--- config.mk ---
export PLATFORM = sky130hd
export DESIGN_NAME = mem_access_unit
export DESIGN_NICKNAME = d
export VERILOG_FILES = /design/src/rtl/mem_access_unit.sv
export SDC_FILE = /design/constraint.sdc
export NUM_CORES = 1
export LEC_CHECK = 0
export ABC_AREA = 1
export BUFFER_PORTS_ARGS = -buffer_cell sky130_fd_sc_hd__buf_2
export CORE_AREA = 2 2 100 112
export CTS_CLUSTER_SIZE = 28
export DETAILED_ROUTE_END_ITERATION = 12
export DIE_AREA = 0 0 102 114
export PLACE_DENSITY = 0.85
export SLEW_MARGIN = 20
export SYNTH_ARGS = -nofsm -noshare
export SYNTH_HDL_FRONTEND = slang
export SYNTH_SLANG_ARGS = --single-unit
--- constraint.sdc ---
create_clock -name clk -period 7.39 [get_ports clk]
set_clock_uncertainty 0.1 [all_clocks]
set_input_delay 0 -clock clk [delete_from_list [all_inputs] [get_ports clk]]
set_output_delay 0 -clock clk [all_outputs]
set_load 0.03 [all_outputs]
--- src/rtl/mem_access_unit.sv ---
// Data-memory initiator for the MEM stage. It sequences loads and stores into a
// 64x32 word-addressed memory and performs sub-word stores by read-modify-write.
module mem_access_unit (
  input  logic        clk,
  input  logic        res,
  input  logic        req_valid,
  output logic        req_ready,
  input  logic        req_we,
  input  logic [1:0]  req_size,
  input  logic        req_signed,
  input  logic [7:0]  req_addr,
  input  logic [31:0] req_wdata,
  output logic        resp_valid,
  output logic [31:0] resp_rdata,
  output logic        resp_err,
  output logic        memwr,
  output logic        memrd,
  output logic [5:0]  mem_addr,
  output logic [31:0] mem_wdata,
  input  logic [31:0] mem_rdata
);

  typedef enum logic [2:0] {IDLE, RD, CAP, WR, DONE} state_e;

  state_e      state_q, state_d;
  logic        we_q, sign_q, err_q;
  logic [1:0]  size_q, off_q;
  logic [31:0] wdata_q, rdata_q, mem_wdata_q;
  logic [5:0]  mem_addr_q;

  logic        req_err, word_st;
  logic [4:0]  shamt;
  logic [31:0] lane, ext, mask, merged;

  assign req_err = (req_size == 2'b11) ||
                   (req_size == 2'b01 && req_addr[0]) ||
                   (req_size == 2'b10 && req_addr[1:0] != 2'b00);
  assign word_st = req_we && (req_size == 2'b10);

  // Lane handling works on the latched offset; CAP is the only consumer.
  assign shamt  = {off_q, 3'b000};
  assign lane   = mem_rdata >> shamt;
  assign mask   = ((size_q == 2'b00) ? 32'h0000_00ff : 32'h0000_ffff) << shamt;
  assign merged = (mem_rdata & ~mask) | ((wdata_q << shamt) & mask);

  always_comb begin
    ext = mem_rdata;
    case (size_q)
      2'b00:   ext = {{24{sign_q & lane[7]}},  lane[7:0]};
      2'b01:   ext = {{16{sign_q & lane[15]}}, lane[15:0]};
      default: ext = mem_rdata;
    endcase
  end

  always_comb begin
    state_d    = state_q;
    req_ready  = 1'b0;
    memrd      = 1'b0;
    memwr      = 1'b0;
    resp_valid = 1'b0;
    case (state_q)
      IDLE: begin
        req_ready = 1'b1;
        if (req_valid) begin
          if (req_err)      state_d = DONE;
          else if (word_st) state_d = WR;
          else              state_d = RD;
        end
      end
      RD:   begin memrd = 1'b1; state_d = CAP; end
      CAP:  state_d = we_q ? WR : DONE;
      WR:   begin memwr = 1'b1; state_d = DONE; end
      DONE: begin resp_valid = 1'b1; state_d = IDLE; end
      default: state_d = IDLE;
    endcase
  end

  always_ff @(posedge clk or posedge res) begin
    if (res) begin
      state_q     <= IDLE;
      we_q        <= 1'b0;
      sign_q      <= 1'b0;
      err_q       <= 1'b0;
      size_q      <= 2'b00;
      off_q       <= 2'b00;
      wdata_q     <= '0;
      rdata_q     <= '0;
      mem_wdata_q <= '0;
      mem_addr_q  <= '0;
    end else begin
      state_q <= state_d;
      case (state_q)
        IDLE: if (req_valid) begin
          we_q    <= req_we;
          sign_q  <= req_signed;
          size_q  <= req_size;
          off_q   <= req_addr[1:0];
          wdata_q <= req_wdata;
          err_q   <= req_err;
          // Stores and errors report zero data; loads overwrite it in CAP.
          if (req_err || req_we) rdata_q <= '0;
          if (!req_err)          mem_addr_q <= req_addr[7:2];
          if (!req_err && word_st) mem_wdata_q <= req_wdata;
        end
        CAP: begin
          if (we_q) mem_wdata_q <= merged;
          else      rdata_q     <= ext;
        end
        default: ;
      endcase
    end
  end

  assign resp_rdata = rdata_q;
  assign resp_err   = err_q;
  assign mem_addr   = mem_addr_q;
  assign mem_wdata  = mem_wdata_q;

endmodule
### Yosys cells after proc, flatten, opt, wreduce, memory -nomap -nowiden

Cells that the tools add are included.

| storage, ports and cells | value |
|---|---|
| input port bits | 79 |
| register bits | 112 |
| logic and storage cells | 68 |

| cells by class | value |
|---|---|
| mux-type cells | 19 |
| eq/ne operators | 13 |
| reduce and logical (&&, ||, !) cells | 16 |
| shift operators | 3 |
| bitwise gates (word level) | 7 |

Operators with widths:

| operator | count |
|---|---|
| $mux 32 | 6 |
| $pmux 32 s2 | 3 |
| $and 32x32->32 | 2 |
| $not 32->32 | 1 |
| $or 32x32->32 | 1 |
| $shl 16x5->32 | 1 |
| $shl 32x5->32 | 1 |
| $shr 32x5->16 | 1 |
| $mux 16 | 1 |
| $pmux 3 s4 | 1 |
| $ne 2x2->1 const B | 5 |
| $mux 3 | 3 |
| $reduce_and 4->1 | 2 |
| $eq 3x2->1 const B | 2 |
| $eq 2x1->1 const B | 2 |
| $eq 2x2->1 const B | 2 |
| $logic_and 1x1->1 | 4 |
| $mux 1 | 4 |
| $reduce_bool 2->1 | 2 |
| $eq 3x1->1 const B | 1 |
| $eq 3x3->1 const B | 1 |
| $logic_not 3->1 | 1 |
| $logic_or 1x1->1 | 3 |
| $reduce_and 3->1 | 1 |
| other kinds (6) | 7 |

### Longest topological paths before layout

| logic depth | value |
|---|---|
| depth after elaboration | 9 |
| gate-level depth with buffers | 12 |

### Worst setup path after synthesis

OpenSTA, ideal clock, no wires.

| timing path | value |
|---|---|
| path kind | register -> register |
| start point | reg state_q[0] |
| end point | reg state_q[2] |
| data required time | 7,213 ps |
| slack | 5,784 ps |
| stages on the path, launching flop included | 5 |
| path buffers | 0 |
| arrival time | 1,429 ps |
| setup time | 77 ps |
| cells stage by stage | dfrtp_1 -> inv_1 -> nor3_1 -> nor2_1 -> a21oi_1 |

| on the way | value |
|---|---|
| cells in the longest elaborated chain, start to end | 2 |

RTL lines:

| element | line | text |
|---|---|---|
| from (decl) | 25 | `state_e state_q, state_d;` |
| from (signal assigned) | 91 | `state_q <= state_d;` |
| $eq 3x2->1 (tied with other cells) | 61 | `case (state_q)` |
| $pmux 3 s4 or $ne 2x2->1 (tied branches) | -- |  |

Parallel ways exist; a longest one is shown, timed or not.
A chain may end at the register's enable or synchronous reset.

### Worst setup path after layout

| timing path | value |
|---|---|
| start point | reg state_q[0] |
| end point | reg rdata_q[30], in the netlist resp_rdata[30] |

| on the way | value |
|---|---|
| cells in the longest elaborated chain, start to end | 3 |

RTL lines:

| element | line | text |
|---|---|---|
| $eq 3x2->1 or $logic_not 3->1 (tied branches) | 92 | `case (state_q)` |
| $ne 2x2->1 (no source line) or $reduce_bool 2->1 (tied branches) | -- |  |
| $reduce_and 4->1 (no source line) | -- |  |
| to (signal assigned) | 107 | `else rdata_q <= ext;` |
| to (decl) | 28 | `logic [31:0] wdata_q, rdata_q, mem_wdata_q;` |

Parallel ways exist; a longest one is shown, timed or not.

==> impl_metrics.env <==
export IMPL_ys_warn_count=0
export IMPL_syn_area_um2=5930
export IMPL_grt_pass1_vias=6293
export IMPL_drive_above_1_share=0.189
export IMPL_post_route_drc_count=0
export IMPL_max_cap_violations=0
export IMPL_max_slew_worst_pin_slew_ps=989
export IMPL_dr_wl_met2_um=9060
export IMPL_fmax_ghz=0.346
export IMPL_start_util=0.559
export IMPL_clkSinkCount=104
export IMPL_fp_dieH_um=114
export IMPL_crit_path_end_kind="flop"
export IMPL_grt_pass1_wl_um=30200
export IMPL_ir_drop_mv=0.358
export IMPL_htreeDepth=3
export IMPL_syn_num_nets=950
export IMPL_async_reset_ff_frac=1.00
export IMPL_cp_required_ps=7580
export IMPL_grt_antenna_before_repair=0
export IMPL_dpl_hpwl_um=12400
export IMPL_setup_tns_ps=0
export IMPL_synth_distinct_cells=23
export IMPL_startpoint_type="flop"
export IMPL_gr_usage_all_layers=0.334
export IMPL_yosys_area_top_type_share=0.439
export IMPL_hold_viol_final=0
export IMPL_num_io_pins=154
export IMPL_critPathKind="flop to flop"
export IMPL_max_slew_margin_rel=0.338
export IMPL_place_gp_congestion=0.963
export IMPL_cts_buffers=9
export IMPL_topRoutingLayerUsed="met4"
export IMPL_finalWirelength_um=18900
export IMPL_syn_inst=871
export IMPL_cts_root_buf="clkbuf_16"
export IMPL_power_density_nw_per_um2=451
export IMPL_rsz0062_at_grt="no"
export IMPL_synth_edf_count=0
export IMPL_synthToLayoutAreaGrowth_pct=29.0
export IMPL_synth_area_leader_cell="dfrtp_1"
export IMPL_diodes=0
export IMPL_grt_overflow=0
export IMPL_core_um2=10600
export IMPL_fin_crit_sh=0.391
export IMPL_dr_wl_met3_um=1340
export IMPL_grt_max_degree=70
export IMPL_arrival_ps=3080
export IMPL_synth_area_top_cells="dfrtp_1, nand2_1, nand3_1, inv_1, o21ai_0"
export IMPL_seq_area_frac_synth=0.439
export IMPL_fin_crit_ps=2890
export IMPL_routed_via_density=5.32
export IMPL_num_vias=6478
export IMPL_ys_ff_latch=104
export IMPL_finalNonFillerCells=1218
export IMPL_synth_main_ff_cell="dfrtp_1"
export IMPL_drtIter0Drc=511
export IMPL_cts_tree="built"
export IMPL_numPortBuffers=153
export IMPL_setup_viol=0
export IMPL_fill_cells=849
export IMPL_dp_cells=1131
export IMPL_rows=40
export IMPL_clk_path_buf_depth=2
export IMPL_p_leak_nw=4.41
export IMPL_drv_slew=0
export IMPL_worstHoldPathType="input port to flop"
export IMPL_cp_max_fo=41
export IMPL_die_w_um=102
export IMPL_status="complete, no violations"
export IMPL_routedWlPerCell_um=15.6
export IMPL_wl_met1_um=7900
export IMPL_cts_clk_slew_worst_paths_ps=70
export IMPL_postSynthAreaPerCell_um2=6.81
export IMPL_fin_nets=1145
export IMPL_first_pass_iters=5
export IMPL_drtAntennaViolNets=0
export IMPL_clock_latency_ps=350
export IMPL_die_area_um2=11600
==> cells in the final DEF (no fill, tap or decap), drive strengths merged <==
cell         count
nand2          414
buf            155
dlygate4sd3     71
o21ai           58
clkinv           4
inv             88
clkbuf          12
nand3          103
nor2            21
nor3             2
a21oi           31
dfrtp          104
o211ai           8
==> sequential cells by signal, summed over array words and instances, names as in the netlist <==
signal	cells
mem_addr	6
mem_wdata	32
off_q	2
resp_err	1
resp_rdata	32
sign_q	1
size_q	2
state_q	3
wdata_q	24
we_q	1
==> final timing paths <==
check | startpoint | end | slack, ps | depth (start not counted)
max | state_q[0]$_DFFE_PP0N_ | resp_rdata[30]$_DFFE_PP0P_ | 4500 | 7
min | mem_rdata[23] | resp_rdata[23]$_DFFE_PP0P_ | 1 | 5
max reg2reg | state_q[0]$_DFFE_PP0N_ | resp_rdata[30]$_DFFE_PP0P_ | 4500 | 7
min reg2reg | resp_rdata[7]$_DFFE_PP0P_ | resp_rdata[7]$_DFFE_PP0P_ | 370 | 2
max in group asynchronous | res | wdata_q[14]$_DFFE_PP0P_ | 5860 | 4
min in group asynchronous | res | resp_rdata[5]$_DFFE_PP0P_ | 100 | 3
==> critical path, cell delays in order (launching register included) <==
cell     delay (ps)
dfrtp_1         410
inv_1           130
nand3_2         450
inv_2           700
nand2_1         210
nand3_2         490
nand2_1         150
nand2_1         120
==> where the power goes <==
group	internal [mW]	switching, mW
logic	0.540	1.41
clock network	0.248	0.219
registers	0.831	0.205
==> stage by stage <==
stage	total power, mW	hold WS [ps]	worst slack, ps	util	area (um^2)
after global placement	2.88	-70.4	4660	0.628	6660
after floorplan	2.48	16.8	4560	-	5930
final	3.45	1.14	4500	0.721	7650
after global routing	3.72	38.5	4300	0.721	7650
after detailed placement	2.91	-69.2	4600	0.628	6660
after CTS	3.41	2.02	4580	0.721	7650
==> timing repair <==
item,4_1_cts,5_1_grt
buffers inserted,0,0
hold buffers,71,0
resized for setup,0,0
hold endpoints to repair,129,0
==> cells by family (layout without fill, tap and decap cells) <==
logic type / Yosys count / after routing / share of synthesized area
buf+inv: 130 / 330 / 0.0964
simple gates: 540 / 540 / 0.379
flops: 104 / 104 / 0.439
compound gates: 97 / 97 / 0.0858
==> cell type report <==
class                   count  area (um^2)  area share
multi-input cells         637         2760       0.360
clock buffers              12          256      0.0335
well taps                 147          184      0.0240
clock inverters             4         27.5     0.00360
flip-flops and latches    104         2600       0.340
inverters                  88          335      0.0438
repair buffers            226         1490       0.195
==> metal layers <==
| metal | vias up | track usage |
|---|---|---|
| met4 | 0 | 0.154 |
| li1 | 3110 | - |
| met3 | 53 | 0.0570 |
| met2 | 332 | 0.546 |
| met1 | 2983 | 0.432 |
| met5 | - | 0 |
==> synthesized netlist by cell type (2+ instances only) <==
master and number:
a21oi_1 30, buf_2 17, buf_4 8, buf_6 4, clkbuf_1 13, dfrtp_1 104, inv_1 78, inv_2 8
nand2_1 404, nand2_2 9, nand3_1 97, nand3_2 5, nor2_1 16, nor2_2 3, nor2_4 2, nor3_1 2
o211ai_1 8, o21ai_0 58
Note: power is estimated with default switching activity, not from simulation.
